===== config.mk =====
export PLATFORM = sky130hd
export DESIGN_NAME = pcie_tx_arbiter
export DESIGN_NICKNAME = d
export VERILOG_FILES = /design/src/rtl/pcie_tlp_pkg.sv /design/src/rtl/pcie_rr_picker.sv /design/src/rtl/pcie_tx_arbiter.sv
export SDC_FILE = /design/constraint.sdc
export NUM_CORES = 1
export LEC_CHECK = 0
export CAP_MARGIN = 20
export CORE_MARGIN = 2
export CORE_UTILIZATION = 43
export CTS_CLUSTER_DIAMETER = 150
export DETAILED_ROUTE_END_ITERATION = 6
export PLACE_DENSITY = 0.79
export SETUP_SLACK_MARGIN = 0.02
export SYNTH_ARGS = -nofsm -noshare
export SYNTH_HDL_FRONTEND = slang
export SYNTH_SLANG_ARGS = --single-unit

===== constraint.sdc =====
create_clock -name pcie_clk -period 2 [get_ports pcie_clk]
set_input_delay 0.3 -clock pcie_clk [delete_from_list [all_inputs] [get_ports pcie_clk]]
set_output_delay 0.3 -clock pcie_clk [all_outputs]
set_load 0.03 [all_outputs]

===== src/rtl/pcie_tlp_pkg.sv =====
// Shared PCIe TLP definitions: TX word width, watchdog default, header field encodings.
// Latency: n/a (constants and types only).
// Backpressure: n/a.
package pcie_tlp_pkg;

    localparam int TX_W        = 16;
    localparam int TMO_DEFAULT = 1024;

    // TLP header fmt field (DW count / data presence)
    localparam logic [2:0] FMT_3DW_NODATA = 3'b000;
    localparam logic [2:0] FMT_4DW_NODATA = 3'b001;
    localparam logic [2:0] FMT_3DW_DATA   = 3'b010;
    localparam logic [2:0] FMT_4DW_DATA   = 3'b011;

    // TLP header type field
    localparam logic [4:0] TYPE_MEM = 5'b00000;
    localparam logic [4:0] TYPE_CPL = 5'b01010;

    typedef enum logic [1:0] {
        ARB_IDLE = 2'd0,
        ARB_WAIT = 2'd1,
        ARB_XFER = 2'd2
    } arb_state_t;

endpackage


===== src/rtl/pcie_rr_picker.sv =====
// Rotate-priority encoder: first set req bit at or after ptr, wrapping modulo NREQ.
// Latency: combinational.
// Backpressure: none; valid low when no request is pending.
module pcie_rr_picker #(
    parameter int NREQ = 2,
    parameter int ID_W = $clog2(NREQ)
) (
    input  logic [NREQ-1:0] req,
    input  logic [ID_W-1:0] ptr,
    output logic [ID_W-1:0] winner,
    output logic            valid
);

    logic [ID_W-1:0] cand;

    // Scan from the farthest slot back towards ptr so the nearest requester is written last and wins.
    always_comb begin
        winner = '0;
        valid  = 1'b0;
        cand   = '0;
        for (int k = NREQ - 1; k >= 0; k--) begin
            cand = ID_W'((int'(ptr) + k) % NREQ);
            if (req[cand]) begin
                winner = cand;
                valid  = 1'b1;
            end
        end
    end

endmodule


===== src/rtl/pcie_tx_arbiter.sv =====
// Round-robin share of the 16-bit PCIe TX port among NREQ sources, locked per TLP, with a watchdog.
// Latency: owner stream forwarded through one register stage (1 cycle).
// Backpressure: tx_req held until tx_rdy; sources hold req until their one-cycle gnt pulse.
module pcie_tx_arbiter
    import pcie_tlp_pkg::*;
#(
    parameter int NREQ    = 2,
    parameter int ID_W    = $clog2(NREQ),
    parameter int TMO_CYC = TMO_DEFAULT
) (
    input  logic                 pcie_clk,
    input  logic                 sys_rst_n,
    input  logic [NREQ-1:0]      req,
    output logic [NREQ-1:0]      gnt,
    input  logic [NREQ-1:0]      src_st,
    input  logic [NREQ-1:0]      src_end,
    input  logic [NREQ*TX_W-1:0] src_data,
    output logic                 tx_req,
    input  logic                 tx_rdy,
    output logic                 tx_st,
    output logic                 tx_end,
    output logic [TX_W-1:0]      tx_data,
    output logic                 busy,
    output logic [ID_W-1:0]      owner,
    output logic                 err_timeout,
    output logic                 err_proto,
    input  logic                 clr_err
);

    localparam int               CNT_W    = $clog2(TMO_CYC);
    localparam logic [CNT_W-1:0] CNT_LAST = CNT_W'(TMO_CYC - 1);
    localparam logic [ID_W-1:0]  ID_LAST  = ID_W'(NREQ - 1);

    arb_state_t        state, state_nxt;
    logic [ID_W-1:0]   owner_nxt, rr_ptr, rr_nxt, owner_inc, pick_id;
    logic              pick_vld;
    logic [CNT_W-1:0]  cnt, cnt_nxt;
    logic              in_pkt, in_pkt_nxt;
    logic              tx_req_nxt, st_nxt, end_nxt;
    logic [NREQ-1:0]   gnt_nxt, own_mask, strobes;
    logic [TX_W-1:0]   data_nxt;
    logic              tmo_set, proto_set;
    logic [TX_W-1:0]   src_word [NREQ];

    for (genvar g = 0; g < NREQ; g++) begin : g_unpack
        assign src_word[g] = src_data[g*TX_W +: TX_W];
    end

    assign owner_inc = (owner == ID_LAST) ? '0 : owner + ID_W'(1);
    assign own_mask  = NREQ'(1) << owner;
    assign strobes   = src_st | src_end;
    // busy covers the tx_end beat, so it drops the cycle after the TLP closes.
    assign busy      = (state != ARB_IDLE) | tx_end;

    pcie_rr_picker #(
        .NREQ (NREQ),
        .ID_W (ID_W)
    ) u_picker (
        .req    (req),
        .ptr    (rr_ptr),
        .winner (pick_id),
        .valid  (pick_vld)
    );

    // Next-state, forwarding mux, watchdog and error detection.
    always_comb begin
        state_nxt  = state;
        owner_nxt  = owner;
        rr_nxt     = rr_ptr;
        cnt_nxt    = cnt;
        in_pkt_nxt = in_pkt;
        tx_req_nxt = 1'b0;
        gnt_nxt    = '0;
        st_nxt     = 1'b0;
        end_nxt    = 1'b0;
        data_nxt   = '0;
        tmo_set    = 1'b0;
        proto_set  = 1'b0;
        unique case (state)
            ARB_IDLE: begin
                in_pkt_nxt = 1'b0;
                proto_set  = |strobes;
                if (pick_vld) begin
                    owner_nxt  = pick_id;
                    tx_req_nxt = 1'b1;
                    state_nxt  = ARB_WAIT;
                end
            end
            ARB_WAIT: begin
                proto_set  = |strobes;
                tx_req_nxt = ~tx_rdy;
                if (tx_rdy) begin
                    gnt_nxt   = own_mask;
                    cnt_nxt   = '0;
                    state_nxt = ARB_XFER;
                end
            end
            ARB_XFER: begin
                // A second start inside an open packet is dropped and flagged.
                proto_set = (|(strobes & ~own_mask)) | (src_st[owner] & in_pkt);
                cnt_nxt   = cnt + CNT_W'(1);
                st_nxt    = src_st[owner] & ~in_pkt;
                end_nxt   = src_end[owner];
                data_nxt  = src_word[owner];
                if (src_end[owner]) begin
                    in_pkt_nxt = 1'b0;
                    rr_nxt     = owner_inc;
                    state_nxt  = ARB_IDLE;
                end else if (cnt == CNT_LAST) begin
                    st_nxt     = 1'b0;
                    end_nxt    = 1'b1;
                    data_nxt   = '0;
                    tmo_set    = 1'b1;
                    in_pkt_nxt = 1'b0;
                    rr_nxt     = owner_inc;
                    state_nxt  = ARB_IDLE;
                end else if (src_st[owner]) begin
                    in_pkt_nxt = 1'b1;
                end
            end
            default: state_nxt = ARB_IDLE;
        endcase
    end

    // State and output registers; sticky flags give set priority over clr_err.
    always_ff @(posedge pcie_clk or negedge sys_rst_n) begin
        if (!sys_rst_n) begin
            state       <= ARB_IDLE;
            owner       <= '0;
            rr_ptr      <= '0;
            cnt         <= '0;
            in_pkt      <= 1'b0;
            tx_req      <= 1'b0;
            gnt         <= '0;
            tx_st       <= 1'b0;
            tx_end      <= 1'b0;
            tx_data     <= '0;
            err_timeout <= 1'b0;
            err_proto   <= 1'b0;
        end else begin
            state       <= state_nxt;
            owner       <= owner_nxt;
            rr_ptr      <= rr_nxt;
            cnt         <= cnt_nxt;
            in_pkt      <= in_pkt_nxt;
            tx_req      <= tx_req_nxt;
            gnt         <= gnt_nxt;
            tx_st       <= st_nxt;
            tx_end      <= end_nxt;
            tx_data     <= data_nxt;
            err_timeout <= tmo_set | (err_timeout & ~clr_err);
            err_proto   <= proto_set | (err_proto & ~clr_err);
        end
    end

endmodule


==> impl_metrics.csv <==
group,metric,value,unit
status,status,"complete, no violations",
setup_path,worst-path-buf-inv,1,
setup_path,crit_family,"buffers and inverters",
layout,regArea,951,sq um
yosys,synth_compound_area_share,11.9,%
drt,postRouteAntennaNets,0,
setup_path,timing.rr.start,"cnt[0]$_DFFE_PN0P_",
clocking,hold_buffers,0,
yosys,syn_avg_cell_area,10.5,sq um
clocking,worstSkewPairLatency,0.29,ns
setup_path,worstSetupPathType,"register to primary output",
timing,period_needed,1.94,ns
layout,drive_gt1_share,9.70,%
job,drv_cap,0,
placed_design,gp_congestion,0.839,
drt,via_count,1542,
yosys,yosys.area.top_type,"dfrtp_1",
yosys,synth_common_cells,"dfrtp_1 (38), nor2_1 (23), mux2i_1 (17)",
clocking,htree_num_levels,2,
clocking,cts_tree,"built",
grt,grt_pass1_wl,6560,um
layout,diodes,0,
timing,fin_tns_setup,0,ns
yosys,yosys_warnings,0,
yosys,synthMuxAreaShare,10.9,%
floorplanning,rows,23,
drt,wl,4310,um
yosys,synth_fa_ha_area_share,0.710,%
layout,syn_to_final_growth,45.7,%
timing,finalCritPeriodShare,96.9,%
power,p_per_area,1200,mW/mm^2
clocking,cts_inserted_buffers,5,
yosys,synth_top_family_by_area,"simple AND/OR/NAND/NOR gates",
timing,maxSlewViolCount,0,
drt,firstDrtPassIters,4,
yosys,syn_nets,210,
yosys,synth_edf_count,0,
clocking,clk_pin_slew,0.08,ns
clocking,clk_path_buf_depth,2,
setup_path,critPathLaunchType,"register",
power,p_leak,1.16,nW
timing,timing.final.ws_setup,0.0624,ns
setup_path,required,1.70,ns
power,irDropWorstVdd,0.832,mV
setup_path,crit_fanout,2,
hold_path,hold_class,"primary input to asynchronous set/reset pin",
yosys,ys_ff_latch,38,
floorplanning,initial_core_util,44.4,%
grt,first_global_vias,1409,
setup_path,max_stage_delay,0.60,ns
grt,grtUsageTotal,19.3,%
yosys,yosys.area_share.simple,17.7,%
floorplanning,die-area,0.00462,sq mm
yosys,synth_ff_type,"dfrtp_1",
layout,multi_input_area,736,sq um
timing,setup_viol,0,
yosys,synth-xor-area-share,0.497,%
setup_path,crit_path_start,"state[1]$_DFFE_PN0P_",
clocking,post_cts_resized,0,
clocking,cts-root-buf,"clkbuf_8",
grt,use_met1,24.7,%
setup_path,cp-end-kind,"primary output",
setup_path,path_cells,"or3_1, clkdlybuf4s50_1",
timing,rsz0062_at_grt,"no",
placed_design,portBuffers,66,
layout,fin_util,64.7,%
layout,final_cells,287,
yosys,synth_cells,167,
grt,grt_busiest_layer,"met2",
floorplanning,die_w,68.0,um
clocking,clock-sinks,38,
grt,use_met2,30.5,%
clocking,postCtsSetupRepairBufs,0,
layout,fin_nets,279,
drt,drtIter0Drc,71,
yosys,synthTopCellsByArea,"dfrtp_1 (54%), mux2i_1 (9.7%), nor2_1 (4.9%)",
placed_design,preCtsSetupSlack,0.334,ns
layout,final_area,0.00257,sq mm
setup_path,slowest_stage,"clkdlybuf4s50_1",
floorplanning,io_pins,67,
placed_design,placed_cell_area,0.00246,sq mm
yosys,yosysSeqAreaShare,54.0,%
floorplanning,core-area,0.00397,sq mm
grt,grt_max_degree,28,
grt,gr-total-overflow,0,
timing,fmax,516,MHz
grt,use_met3,5.92,%
grt,antenna_found_initial,0,
yosys,synth_top_area_share,54.0,%
drt,via_per_inst,5.37,
timing,hold_viol,0,
placed_design,dp_hpwl,3200,um
power,total_power,3.09,mW
placed_design,dpl.cell_count,279,
yosys,synth.most_common_cell,"dfrtp_1",
timing,max_slew_margin,60.2,%
layout,fillers,321,
drt,drc_errors,0,
yosys,synthArstFlopShare,100,%
floorplanning,fp.dieH,68.0,um
yosys,synth_area,0.00176,sq mm
drt,wire_per_inst,15.0,um
setup_path,arrival,1.64,ns
timing,worst_pin_slew,0.597,ns
timing,finClkSkew,0.00839,ns
timing,timing.hold.ws,0.00961,ns
yosys,synthDistinctLibCells,39,
cell usage in the layout, fill, tap and decap left out, types with 2 or more instances in the layout:
cell type,count
clkdlybuf4s50_1,64
dfrtp_1,38
nor2_1,23
mux2i_1,17
a21oi_1,11
o21ai_0,11
nand2_1,9
nand3_1,8
buf_4,7
clkbuf_8,5
a31oi_1,4
nor3_1,3
inv_1,3
nor3b_1,2
or2_2,2
and4_1,2
nand2b_1,2
clkinv_2,2
power breakdown:
part           internal, mW  total, mW  switching, mW  leakage [nW]
combinational         0.612       1.42          0.804         0.594
sequential            0.938       1.04          0.103         0.506
clock                 0.367      0.631          0.264        0.0579
total                  1.92       3.09           1.17          1.16
area by class of cell:
class | count | area share, %
multi-input combinational | 116 | 28.7
sequential | 38 | 37.0
tap | 50 | 2.44
inverter | 3 | 0.439
clock inverter | 3 | 1.56
clock buffer | 5 | 2.68
timing repair buffer | 72 | 27.2
kinds of logic (layout without fill, tap and decap cells):
| logic type | after synthesis | in the layout |
|---|---|---|
| AO/OA/AOI/OAI | 35 | 35 |
| XOR/XNOR | 1 | 1 |
| adder cells (fa/ha/maj) | 1 | 1 |
| buffers and inverters | 13 | 83 |
| flip-flops | 38 | 38 |
| multiplexers | 18 | 18 |
| AND/OR/NAND/NOR | 61 | 61 |
sequential cells by signal, indices dropped and copies added (netlist names), 2 cells and up:
signal / count
gnt: 2
cnt: 10
tx_data: 16
state: 2
per-layer routing:
metal | vias up | part of all wire, %
met3 | 6 | 6.1
li1 | 735 | -
met5 | - | 0
met1 | 752 | 43
met4 | 0 | 1.6
met2 | 49 | 50
worst register-to-register path, stage by stage, from the launching register on:
cell and delay (ns):
dfrtp_1 0.43, ha_1 0.24, and4_1 0.36, nand3_1 0.22, o211ai_1 0.21, o311ai_1 0.13
path summary, 6_finish.rpt:
path	slack, ns	cells after the start	endpoint
hold reg to reg	0.52	1	cnt[8]$_DFFE_PN0P_
min in group pcie_clk	0.52	1	cnt[8]$_DFFE_PN0P_
max in group asynchronous	1.46	2	tx_data[1]$_DFF_PN0_
setup / recovery	0.06	2	busy
setup reg to reg	0.30	5	rr_ptr$_DFFE_PN0P_
hold / removal	0.01	1	cnt[5]$_DFFE_PN0P_
(Power assumes the default switching activity.)
